$ cat src/rtl/link_read_queue.sv
// link_read_queue: in-order read request queue between requester and responder.
// Optional zero-latency bypass when empty; sticky flag for stray completions.
module link_read_queue #(
  parameter int ADDR_W = 32,
  parameter int DATA_W = 64,
  parameter int LEN_W  = 4,
  parameter int DEPTH  = 4,
  parameter int BYPASS = 1
) (
  input  logic                         clk,
  input  logic                         rst_n,
  input  logic                         req_read_do,
  output logic                         req_read_ready,
  input  logic [LEN_W-1:0]             req_read_length,
  input  logic                         req_read_cache_disable,
  input  logic [ADDR_W-1:0]            req_read_address,
  output logic                         req_read_done,
  output logic [DATA_W-1:0]            req_read_data,
  input  logic                         flush,
  output logic                         resp_read_do,
  output logic [LEN_W-1:0]             resp_read_length,
  output logic                         resp_read_cache_disable,
  output logic [ADDR_W-1:0]            resp_read_address,
  input  logic                         resp_read_done,
  input  logic [DATA_W-1:0]            resp_read_data,
  output logic [$clog2(DEPTH+1)-1:0]   count,
  output logic                         err_spurious_done
);

  localparam int PW = (DEPTH > 1) ? $clog2(DEPTH) : 1;
  localparam int CW = $clog2(DEPTH + 1);

  logic [ADDR_W-1:0] mem_addr [DEPTH];
  logic [LEN_W-1:0]  mem_len  [DEPTH];
  logic              mem_cd   [DEPTH];

  logic [PW-1:0] wr_ptr;
  logic [PW-1:0] rd_ptr;
  logic [CW-1:0] cnt;

  logic empty;
  logic byp;
  logic push;
  logic pop;

  assign empty = (cnt == '0);
  assign byp   = (BYPASS != 0) && empty;

  assign count          = cnt;
  assign req_read_ready = (cnt < CW'(DEPTH));

  assign resp_read_do = empty ? (byp & req_read_do) : 1'b1;

  assign resp_read_address       = byp ? req_read_address
                                       : mem_addr[rd_ptr];
  assign resp_read_length        = byp ? req_read_length
                                       : mem_len[rd_ptr];
  assign resp_read_cache_disable = byp ? req_read_cache_disable
                                       : mem_cd[rd_ptr];

  assign req_read_done = resp_read_done & resp_read_do;
  assign req_read_data = resp_read_data;

  // A request served straight through the bypass is never stored.
  assign push = req_read_do & req_read_ready & ~flush
              & ~(byp & resp_read_done);
  assign pop  = resp_read_done & ~empty;

  // Pointers and occupancy; flush empties the queue on the next edge.
  always_ff @(posedge clk or negedge rst_n) begin
    if (!rst_n) begin
      wr_ptr <= '0;
      rd_ptr <= '0;
      cnt    <= '0;
    end else if (flush) begin
      wr_ptr <= '0;
      rd_ptr <= '0;
      cnt    <= '0;
    end else begin
      if (push)
        wr_ptr <= (wr_ptr == PW'(DEPTH - 1)) ? '0 : wr_ptr + 1'b1;
      if (pop)
        rd_ptr <= (rd_ptr == PW'(DEPTH - 1)) ? '0 : rd_ptr + 1'b1;
      unique case (1'b1)
        push & ~pop: cnt <= cnt + 1'b1;
        pop & ~push: cnt <= cnt - 1'b1;
        default:     cnt <= cnt;
      endcase
    end
  end

  // Entry storage, written at the tail on each push.
  always_ff @(posedge clk or negedge rst_n) begin
    if (!rst_n) begin
      for (int i = 0; i < DEPTH; i++) begin
        mem_addr[i] <= '0;
        mem_len[i]  <= '0;
        mem_cd[i]   <= 1'b0;
      end
    end else if (push) begin
      mem_addr[wr_ptr] <= req_read_address;
      mem_len[wr_ptr]  <= req_read_length;
      mem_cd[wr_ptr]   <= req_read_cache_disable;
    end
  end

  // Completion with nothing presented is flagged until reset.
  always_ff @(posedge clk or negedge rst_n) begin
    if (!rst_n)
      err_spurious_done <= 1'b0;
    else if (resp_read_done & ~resp_read_do)
      err_spurious_done <= 1'b1;
  end

endmodule
$ cat config.mk
export PLATFORM = sky130hd
export DESIGN_NAME = link_read_queue
export DESIGN_NICKNAME = d
export VERILOG_FILES = /design/src/rtl/link_read_queue.sv
export SDC_FILE = /design/constraint.sdc
export NUM_CORES = 1
export LEC_CHECK = 0
export ABC_AREA = 1
export CAP_MARGIN = 15
export CORE_ASPECT_RATIO = 1.25
export CORE_MARGIN = 4
export CORE_UTILIZATION = 45
export CTS_CLUSTER_DIAMETER = 60
export DETAILED_ROUTE_END_ITERATION = 12
export MAX_ROUTING_LAYER = met4
export PLACE_DENSITY = 0.75
export SYNTH_ARGS = -nofsm -noshare
export SYNTH_HDL_FRONTEND = slang
export SYNTH_SLANG_ARGS = --single-unit
export TNS_END_PERCENT = 50
$ cat constraint.sdc
create_clock -name clk -period 3.7 [get_ports clk]
set_input_delay 0.555 -clock clk [delete_from_list [all_inputs] [get_ports clk]]
set_output_delay 0.555 -clock clk [all_outputs]
set_load 0.02 [all_outputs]
# Word-level counts from Yosys, hierarchy flattened
# Index checks and enable logic that the tools add are counted.
word_totals:
  reg_bits: 156
  output_inout_bits: 108
  word_cells: 79
classes:
  bitwise: 18
  n_mux: 30
  n_addsub: 4
  reduce_logical: 5
  n_eq_ne: 2
  n_lt_le_gt_ge: 4
op_table:
  columns: ["operator", "count"]
  rows:
  - ["bitwise mux 128 bit", 1]
  - ["2-to-1 mux 32 bit", 4]
  - ["binary-select mux 32 bit (select 2 bit)", 1]
  - ["demux 32 bit (select 2 bit)", 1]
  - ["bitwise mux 16 bit", 1]
  - ["2-to-1 mux 4 bit", 4]
  - ["2-to-1 mux 2 bit", 6]
  - ["AND 1 bit", 10]
  - ["binary-select mux 4 bit (select 2 bit)", 1]
  - ["demux 4 bit (select 2 bit)", 1]
  - [">= comparator 3 bit, second input constant", 2]
  - ["NOT 1 bit", 6]
  - ["NOT 2 -> 3 bit", 2]
  - ["one-hot mux 3 bit (2 select lines)", 1]
  - ["2-to-1 mux 1 bit", 5]
  - ["adder 2 x 1 -> 2 bit, second input constant", 2]
  - ["bitwise mux 4 bit", 1]
  - ["== test 2 bit, second input constant", 2]
  - ["nonzero test 2 bit", 2]
  - ["adder 3 x 1 -> 3 bit, second input constant", 1]
  - ["logical NOT 3 bit", 1]
  - ["less-than comparator 3 x 1 -> 1 bit, second input constant", 1]
  - ["less-than comparator 3 bit, second input constant", 1]
  - ["2-to-1 mux 3 bit", 1]
  - ["other kinds (5)", 5]

# Logic depth before layout (Yosys ltp)
# Gate-level depths: netlist (run 1).
logic_depth:
  ltp_word: 8
  ltp_mapped: 10
  mapped_depth_nobuf: 9

# Worst setup path before layout (run 1)
# OpenSTA, ideal clock, no wires.
synth_path:
  path_type: "flip-flop to output port"
  from: "register cnt[2], in the netlist count[2]"
  to: "output resp_read_address[0]"
  path_stages_with_launch: 7
  t_arrival_ns: 1.595
  setup_slack_ns: 1.550
  required_time_ns: 3.145
  n_path_buf: 2
  cell_sequence: "dfrtp_1 > inv_1 > nand2_1 > buf_2 > buf_2 > nor2_1 > a31oi_1"
synth_between:
  elab_chain_len: 2
synth_lines:
  columns: ["item", "line", "rtl"]
  rows:
  - ["from (decl)", "39", "logic [CW-1:0] cnt;"]
  - ["from (signal assigned)", "85", "push & ~pop: cnt <= cnt + 1'b1;"]
  - ["from (signal assigned)", "86", "pop & ~push: cnt <= cnt - 1'b1;"]
  - ["from (signal assigned)", "87", "default: cnt <= cnt;"]
  - ["logical NOT 3 bit", "46", "assign empty = (cnt == '0);"]
  - ["2-to-1 mux 32 bit", "54", "assign resp_read_address = byp ? req_read_address"]
  - ["to (decl)", "23", "output logic [ADDR_W-1:0] resp_read_address,"]
# No other way between the ends.

# Worst setup path after layout (run 1)
layout_path:
  from: "register rd_ptr[1]"
  to: "output resp_read_cache_disable"
layout_between:
  elab_chain_len: 5
layout_lines:
  columns: ["item", "line", "rtl"]
  rows:
  - ["from (decl)", "38", "logic [PW-1:0] rd_ptr;"]
  - ["from (signal assigned)", "83", "rd_ptr <= (rd_ptr == PW'(DEPTH - 1)) ? '0 : rd_ptr + 1'b1;"]
  - ["NOT 2 -> 3 bit (implied by the code)", "59", ": mem_cd[rd_ptr];"]
  - ["binary-select mux 1 bit (select 2 bit)", "59", null]
  - ["2-to-1 mux 1 bit (implied by the code) (2 in a row)", "59", null]
  - ["2-to-1 mux 1 bit", "58", "assign resp_read_cache_disable = byp ? req_read_cache_disable"]
  - ["to (decl)", "22", "output logic resp_read_cache_disable,"]
# No other way between the ends. The select of a mux whose other input is x is not followed.

==> flow_summary.rst, run 1 <==
.. list-table::
   :header-rows: 1

   * - Metric
     - Value
   * - Post-CTS repair timing setup buffer count
     - 0
   * - Io pins
     - 214
   * - Final routed wirelength across all metal layers
     - 19870 um
   * - Multi-input combinational cell area
     - 0.003156 sq mm
   * - Synth Cell Area
     - 0.008225 sq mm
   * - Combined buffer and inverter count along the critical path
     - 3
   * - Wire length of the first global-routing pass
     - 33580 um
   * - Highest fanout seen on the critical path
     - 38
   * - Area of all sequential standard cells
     - roughly 0.004 sq mm
   * - Max-cap violations
     - 0
   * - Number of rows created at floorplan
     - between 50 and 60
   * - Post-synth EDFFs
     - 0
   * - Floorplan core area
     - 0.01803 sq mm
   * - Cell-by-cell trace of the critical path
     - clkinv_1 > buf_4 > a21oi_1 > o21ai_0 > a31oi_1 > clkdlybuf4s50_1
   * - Synth top area cells
     - dfrtp_1, o21ai_0, nand2_1
   * - Most used standard cells in the synthesized netlist
     - nand2_1, o21ai_0, dfrtp_1
   * - Die Area
     - ~0.021 sq mm
   * - Final count of pins violating max slew
     - 0
   * - Minimum period implied by the final worst setup slack
     - about 3.4 ns
   * - HPWL reported at the end of detailed placement
     - between 10000 and 15000 um
   * - Post-detailed-route wirelength per cell
     - 15.89 um
   * - Die boundary width
     - 128.9 um
   * - Number of setup violations in the final report
     - 0
   * - Count of different cell masters after synthesis
     - 23
   * - Type of element capturing the critical path
     - output pin
   * - Max-slew headroom
     - 0.4008
   * - Post-route antenna net violation count
     - 0
   * - Number of antenna diodes
     - 0
   * - Vias in the first global route
     - 6739
   * - Max IR drop VDD
     - 0.3537 mV
   * - Post-synthesis instance total
     - 1024
   * - Via count
     - 6653
   * - Number of H-tree levels
     - 4
   * - Async S/R FF share, synth
     - 1.000
   * - Beginning of the worst register-to-register path
     - count[0]
   * - Delay of the slowest critical-path stage
     - 0.77 ns
   * - Path category of the worst min-delay check
     - input port to async pin
   * - Nature of the critical path startpoint
     - flop
   * - Fraction of layout cells with a size suffix above 1
     - 0.09002
   * - Drt drc
     - 0
   * - TNS Setup
     - 0 ns
   * - Fmax
     - about 300 MHz
   * - Proportion of synthesized chip area in sequential cells
     - 0.4746
   * - TritonCTS buffer count
     - 17
   * - Max stage delay cell, worst path
     - dfrtp_2
   * - CP required
     - about 3.1 ns
   * - Clock tree from TritonCTS
     - done
   * - Post_cts resized
     - 0
   * - Total congestion overflow after global routing
     - 0
   * - Pin count of the biggest net entering global routing
     - between 70 and 80
   * - CP Class
     - flop to output pin
   * - Routed vias/inst
     - ~5.3
   * - Dominant delay contributor by cell family on the critical path
     - buffers and inverters
   * - Clock insertion delay at the later pin of the skew report
     - 0.43 ns
   * - Final period utilization
     - 0.9151
   * - Worst path setup slack after routing
     - 0.3143 ns
   * - First-pass DRT Iterations
     - 5
   * - Drt initial violations
     - 525
   * - Count leader, synth
     - nand2_1
   * - Launch point of the critical path
     - rd_ptr[1]
   * - Clk sinks
     - 156
   * - Area added between synthesis and finish
     - 13.31%
   * - Status
     - finished, final reports clean
   * - Filler cell count
     - 1649
   * - Share of the synthesized area in the top cell type
     - 0.4746
   * - Post-CTS Hold Fix Bufs
     - 0
   * - CTS Buffer Depth
     - 2
   * - Cell at the root of the clock tree
     - clkbuf_16
   * - Initial core utilization
     - 0.4562
   * - Worst slack after detailed placement
     - 0.7840 ns
   * - Yosys Warn Count
     - 0
   * - Weighted congestion at the end of routability-driven global placement
     - 0.7676
   * - Largest area contributor in the synthesized netlist
     - dfrtp_1
   * - Pwr dens
     - roughly 650 mW/mm^2
   * - Data arrival at the endpoint of the critical path
     - approximately 2.8 ns
   * - Slew @ Worst Pin
     - 0.8955 ns
   * - Antenna violations before repair
     - 0
   * - Unrepaired setup endpoints after global routing
     - false
   * - Average cell area after synthesis
     - 8.033 sq um
   * - Maximum clock skew at final layout
     - 0.005526 ns
   * - Total count of hold-check failures in the final report
     - 0
   * - Layout net count
     - 1121
   * - Count of buffers from port buffering
     - 85
   * - Number of register bits inferred by synthesis
     - 156
   * - Total leakage power
     - between 4 and 5 nW
   * - Top_reg_cell synth
     - dfrtp_1
   * - Clk pin slew, worst setup/hold paths
     - 0.06 ns
   * - Height of the die
     - 159.2 um
   * - Synthesized net count
     - 1136
   * - All-layer global routing usage
     - 0.2074
[layout make-up]
type                    count  area share
flip-flops and latches    156      0.4191
multi-input cells         642      0.3386
repair buffers            100      0.1075
well taps                 228     0.03061
clock inverters            12     0.01812
clock buffers              20     0.04900
inverters                  92     0.03705
[sequential cells by signal, summed over array words and instances (netlist names)]
register and cells:
count 3, err_spurious_done 1, mem_addr 128, mem_cd 4
mem_len 16, rd_ptr 2, wr_ptr 2
[final timing paths]
path / slack, ns / depth (start not counted) / end
max: 0.31 / 6 / resp_read_cache_disable
min: 0.13 / 1 / mem_addr[0]
max reg2reg: 1.36 / 7 / mem_cd[3]
min reg2reg: 0.49 / 2 / mem_addr[103]
max in group asynchronous: 2.59 / 2 / rd_ptr[0]
min in group clk: 0.49 / 2 / mem_addr[103]
[per-stage QoR]
step	area [sq um]	util	hold WS (ns)	total power, mW	instances
global placement	8695	0.4822	0.4678	4.205	1218
global route	9320	0.5169	0.1796	6.468	1250
detailed placement	8695	0.4822	0.4707	4.271	1218
floorplan	8225	-	0.2594	3.738	1024
CTS	9320	0.5169	0.1570	6.131	1250
finish	9320	0.5169	0.1317	6.079	1250
[worst reg2reg max path, stage by stage (launching register included)]
cell and delay (ns):
dfrtp_1 0.43, inv_1 0.11, nand2_1 0.12, o21ai_4 0.71
buf_4 0.45, nor2_8 0.18, nand2_1 0.16, nand2_1 0.06
[cells in the final DEF, fill, tap and decap left out, types with 2 or more instances in the layout]
cell / instances
clkbuf_16: 17
o21ai_0: 196
ha_1: 5
o21ai_2: 33
clkinv_2: 5
nor2_8: 3
dfrtp_1: 154
clkbuf_8: 2
buf_4: 12
inv_1: 88
nand2_1: 238
inv_2: 3
a21oi_1: 75
dfrtp_2: 2
bufinv_16: 4
buf_12: 3
nor2_1: 40
nand3_1: 9
clkdlybuf4s50_1: 84
clkinvlp_4: 2
a31oi_1: 36
[logic make-up (layout without fill, tap and decap cells)]
group | count (synthesis) | count (layout) | share of synthesized area
AO/OA/AOI/OAI | 342 | 342 | 0.2294
adder cells (fa/ha/maj) | 6 | 6 | 0.01004
buffers and inverters | 226 | 224 | 0.1430
flip-flops | 156 | 156 | 0.4746
AND/OR/NAND/NOR | 294 | 294 | 0.1430
[power by group]
group          switching (mW)  total, mW  internal (mW)
Sequential              0.197       2.50           2.30
Clock                   0.686       1.84           1.16
Combinational            1.05       1.73          0.680
Total                    1.94       6.08           4.14
[metal layers]
| layer | global-route usage | wire length, um | vias up |
|---|---|---|---|
| li1 | - | - | 3244 |
| met3 | 0.04430 | 857 | 51 |
| met1 | 0.2566 | 8494 | 3211 |
| met2 | 0.3283 | 9936 | 147 |
| met5 | - | 0 | - |
| met4 | 0.08644 | 577 | 0 |
Note: power is estimated with default switching activity, not from simulation.
==> run 2, diff against run 1 <==
CTS_CLUSTER_DIAMETER = 150   (was 60)
==> results of run 2 <==
No change in the layout: final DEF, timing and power equal those of run 1.
==> run 3, diff against run 2 <==
CORE_UTILIZATION = 51   (was 45)
PLACE_DENSITY = 0.83   (was 0.75)
clock period = 4.1 ns   (was 3.7 ns; I/O delays follow)
==> run 3 against run 2 <==
Against the previous run:
- sequential power fell by 10%
- count of clock-buffer cells in the layout rose by 3
- combinational power fell by 9%
- total power fell by 10%
- final area fell by 0.40%
- global-route usage rose by 2.3 points
- sequential share of layout area rose by 0.17 points
- worst hold slack improved by 0.16 ns
- routed wire length fell by 1.7%
- flip-flop and latch count did not move
- core utilization rose by 7.4 points
- largest cell class unchanged
==> flow_summary.rst, run 3 (synthesized netlist as in run 1, its figures left out) <==
.. list-table::
   :header-rows: 1

   * - Metric
     - Value
   * - Status
     - finished, final reports clean
   * - Post-route antenna net violation count
     - 0
   * - Filler cell count
     - 1396
   * - Type of element capturing the critical path
     - output pin
   * - TritonCTS buffer count
     - 17
   * - Path category of the worst min-delay check
     - input port to async pin
   * - Area of all sequential standard cells
     - about 0.0039 sq mm
   * - Count of buffers from port buffering
     - 85
   * - Final period utilization
     - 0.7839
   * - Vias in the first global route
     - 6737
   * - Post-CTS repair timing setup buffer count
     - 0
   * - Fraction of layout cells with a size suffix above 1
     - 0.08529
   * - Total chip power
     - 5.468 mW
   * - Wire length of the first global-routing pass
     - 32740 um
   * - Fmax
     - 311.1 MHz
   * - Drt initial violations
     - 646
   * - Io pins
     - about 210
   * - Capturing point of the worst reg2reg path
     - mem_cd[0]
   * - Number of H-tree levels
     - 4
   * - CP Class
     - flop to output pin
   * - Number of setup violations in the final report
     - 0
   * - Post-detailed-route wirelength per cell
     - ~16 um
   * - Data arrival at the endpoint of the critical path
     - 2.60 ns
   * - Number of rows created at floorplan
     - between 50 and 60
   * - Final routed wirelength across all metal layers
     - 19520 um
   * - Slew @ Worst Pin
     - 1.062 ns
   * - CTS Buffer Depth
     - 2
   * - Largest regs
     - mem_addr (128), mem_len (16), mem_cd (4)
   * - Die Area
     - around 0.018 sq mm
   * - HPWL reported at the end of detailed placement
     - 11670 um
   * - Die boundary width
     - around 120 um
   * - Pin count of the biggest net entering global routing
     - 111
   * - Highest fanout seen on the critical path
     - 32
   * - Unrepaired setup endpoints after global routing
     - false
   * - Multi-input combinational cell area
     - roughly 0.0032 sq mm
   * - Clk sinks
     - 156
   * - Clk pin slew, worst setup/hold paths
     - ~0.060 ns
   * - Beginning of the worst register-to-register path
     - count[0]
   * - Max stage delay cell, worst path
     - clkdlybuf4s50_1
   * - Max IR drop VDD
     - 0.3000 mV
   * - Post-layout util
     - 0.5913
   * - Cell depth of the worst flop-to-flop path
     - 7
   * - Clock tree from TritonCTS
     - done
   * - Minimum period implied by the final worst setup slack
     - 3.214 ns
   * - Worst path setup slack after routing
     - 0.8860 ns
   * - Total congestion overflow after global routing
     - 0
   * - Area added between synthesis and finish
     - 12.85%
   * - Floorplan core area
     - ~0.016 sq mm
   * - Max-cap violations
     - 0
   * - Initial core utilization
     - 0.5240
   * - Layout net count
     - 1120
   * - Clock insertion delay at the later pin of the skew report
     - approximately 0.42 ns
   * - Pwr dens
     - 589.1 mW/mm^2
   * - Max-slew headroom
     - 0.2918
   * - TNS Setup
     - 0 ns
   * - Number of antenna diodes
     - 0
   * - Total count of hold-check failures in the final report
     - 0
   * - Drt drc
     - 0
   * - Weighted congestion at the end of routability-driven global placement
     - 0.7838
   * - Cell at the root of the clock tree
     - clkbuf_16
   * - Worst slack after detailed placement
     - 0.9829 ns
   * - Delay of the slowest critical-path stage
     - around 0.66 ns
   * - Final count of pins violating max slew
     - 0
   * - CP required
     - 3.48 ns
   * - Total leakage power
     - 4.310 nW
   * - Most frequent cells in the layout
     - nand2_1, o21ai_0, dfrtp_1
   * - Number of flip-flops in the largest register
     - ~130
   * - Height of the die
     - around 150 um
   * - Via count
     - 6765
   * - First-pass DRT Iterations
     - 6
   * - Routed vias/inst
     - approximately 5.5
   * - Antenna violations before repair
     - 0
   * - Post_cts resized
     - 0
   * - All-layer global routing usage
     - 0.2302
   * - Biggest register
     - mem_addr
   * - Nature of the critical path startpoint
     - flop
   * - Min Hold Slack
     - 0.2937 ns
   * - Cell-by-cell trace of the critical path
     - nor2_1 > nand2_2 > buf_16 > a31oi_1 > clkdlybuf4s50_1
   * - Maximum clock skew at final layout
     - 0.008090 ns
   * - Post-CTS Hold Fix Bufs
     - 0
   * - Leading cell type in the layout, fill and taps excluded
     - nand2_1
   * - Setup slack of the most critical reg-to-reg path
     - 1.85 ns
run 3: changes by cell type in the layout (fill, tap and decap cells not counted), sizes merged:
cell	before	now
clkinvlp	2	0
clkbuf	20	23
buf	16	15
inv	91	92
clkinv	7	4
run 3: routing by layer:
metal	global-route usage	wire length, um	share of wire	up-vias
li1	-	-	-	3240
met1	0.2773	8184	0.42	3260
met2	0.3721	9663	0.50	204
met3	0.04764	1146	0.059	61
met4	0.1065	527	0.027	0
met5	-	0	0	-
run 3: critical path: cells and delay by family, from the launching register on:
kind / cells / cell delay (ns)
flip-flops: 1 / 0.42
AO/OA/AOI/OAI: 1 / 0.27
buffers and inverters: 2 / 0.98
AND/OR/NAND/NOR: 2 / 0.50
run 3: layout make-up:
| class | instances | share of cell area |
|---|---|---|
| flip-flops and latches | 156 | 0.4208 |
| repair buffers | 99 | 0.1080 |
| multi-input cells | 642 | 0.3399 |
| clock inverters | 8 | 0.01510 |
| well taps | 212 | 0.02858 |
| inverters | 92 | 0.03720 |
| clock buffers | 23 | 0.05041 |
run 3: worst max-delay path by stage:
| stage | from | to | slack, ns | cells after the start |
|---|---|---|---|---|
| global route | rd_ptr[0] | resp_read_address[30] | 0.75 | 7 |
| detailed placement | count[2] | resp_read_address[17] | 0.98 | 6 |
| global placement | count[1] | resp_read_address[14] | 1.09 | 5 |
| floorplan | count[2] | resp_read_address[0] | 1.89 | 6 |
| finish | count[1] | resp_read_address[2] | 0.89 | 5 |
| CTS | count[2] | resp_read_address[17] | 0.52 | 6 |
run 3: metrics by stage:
stage / cell area (sq um) / cells
final: 9283 / 1232
after CTS: 9255 / 1231
after global routing: 9283 / 1232
after floorplan: 8225 / 1024
after global placement: 8647 / 1200
after detailed placement: 8647 / 1200
run 3: report_power, final:
part           internal (mW)  switching, mW
clock                   1.04          0.602
sequential              2.08          0.173
combinational          0.622          0.948
total                   3.75           1.72
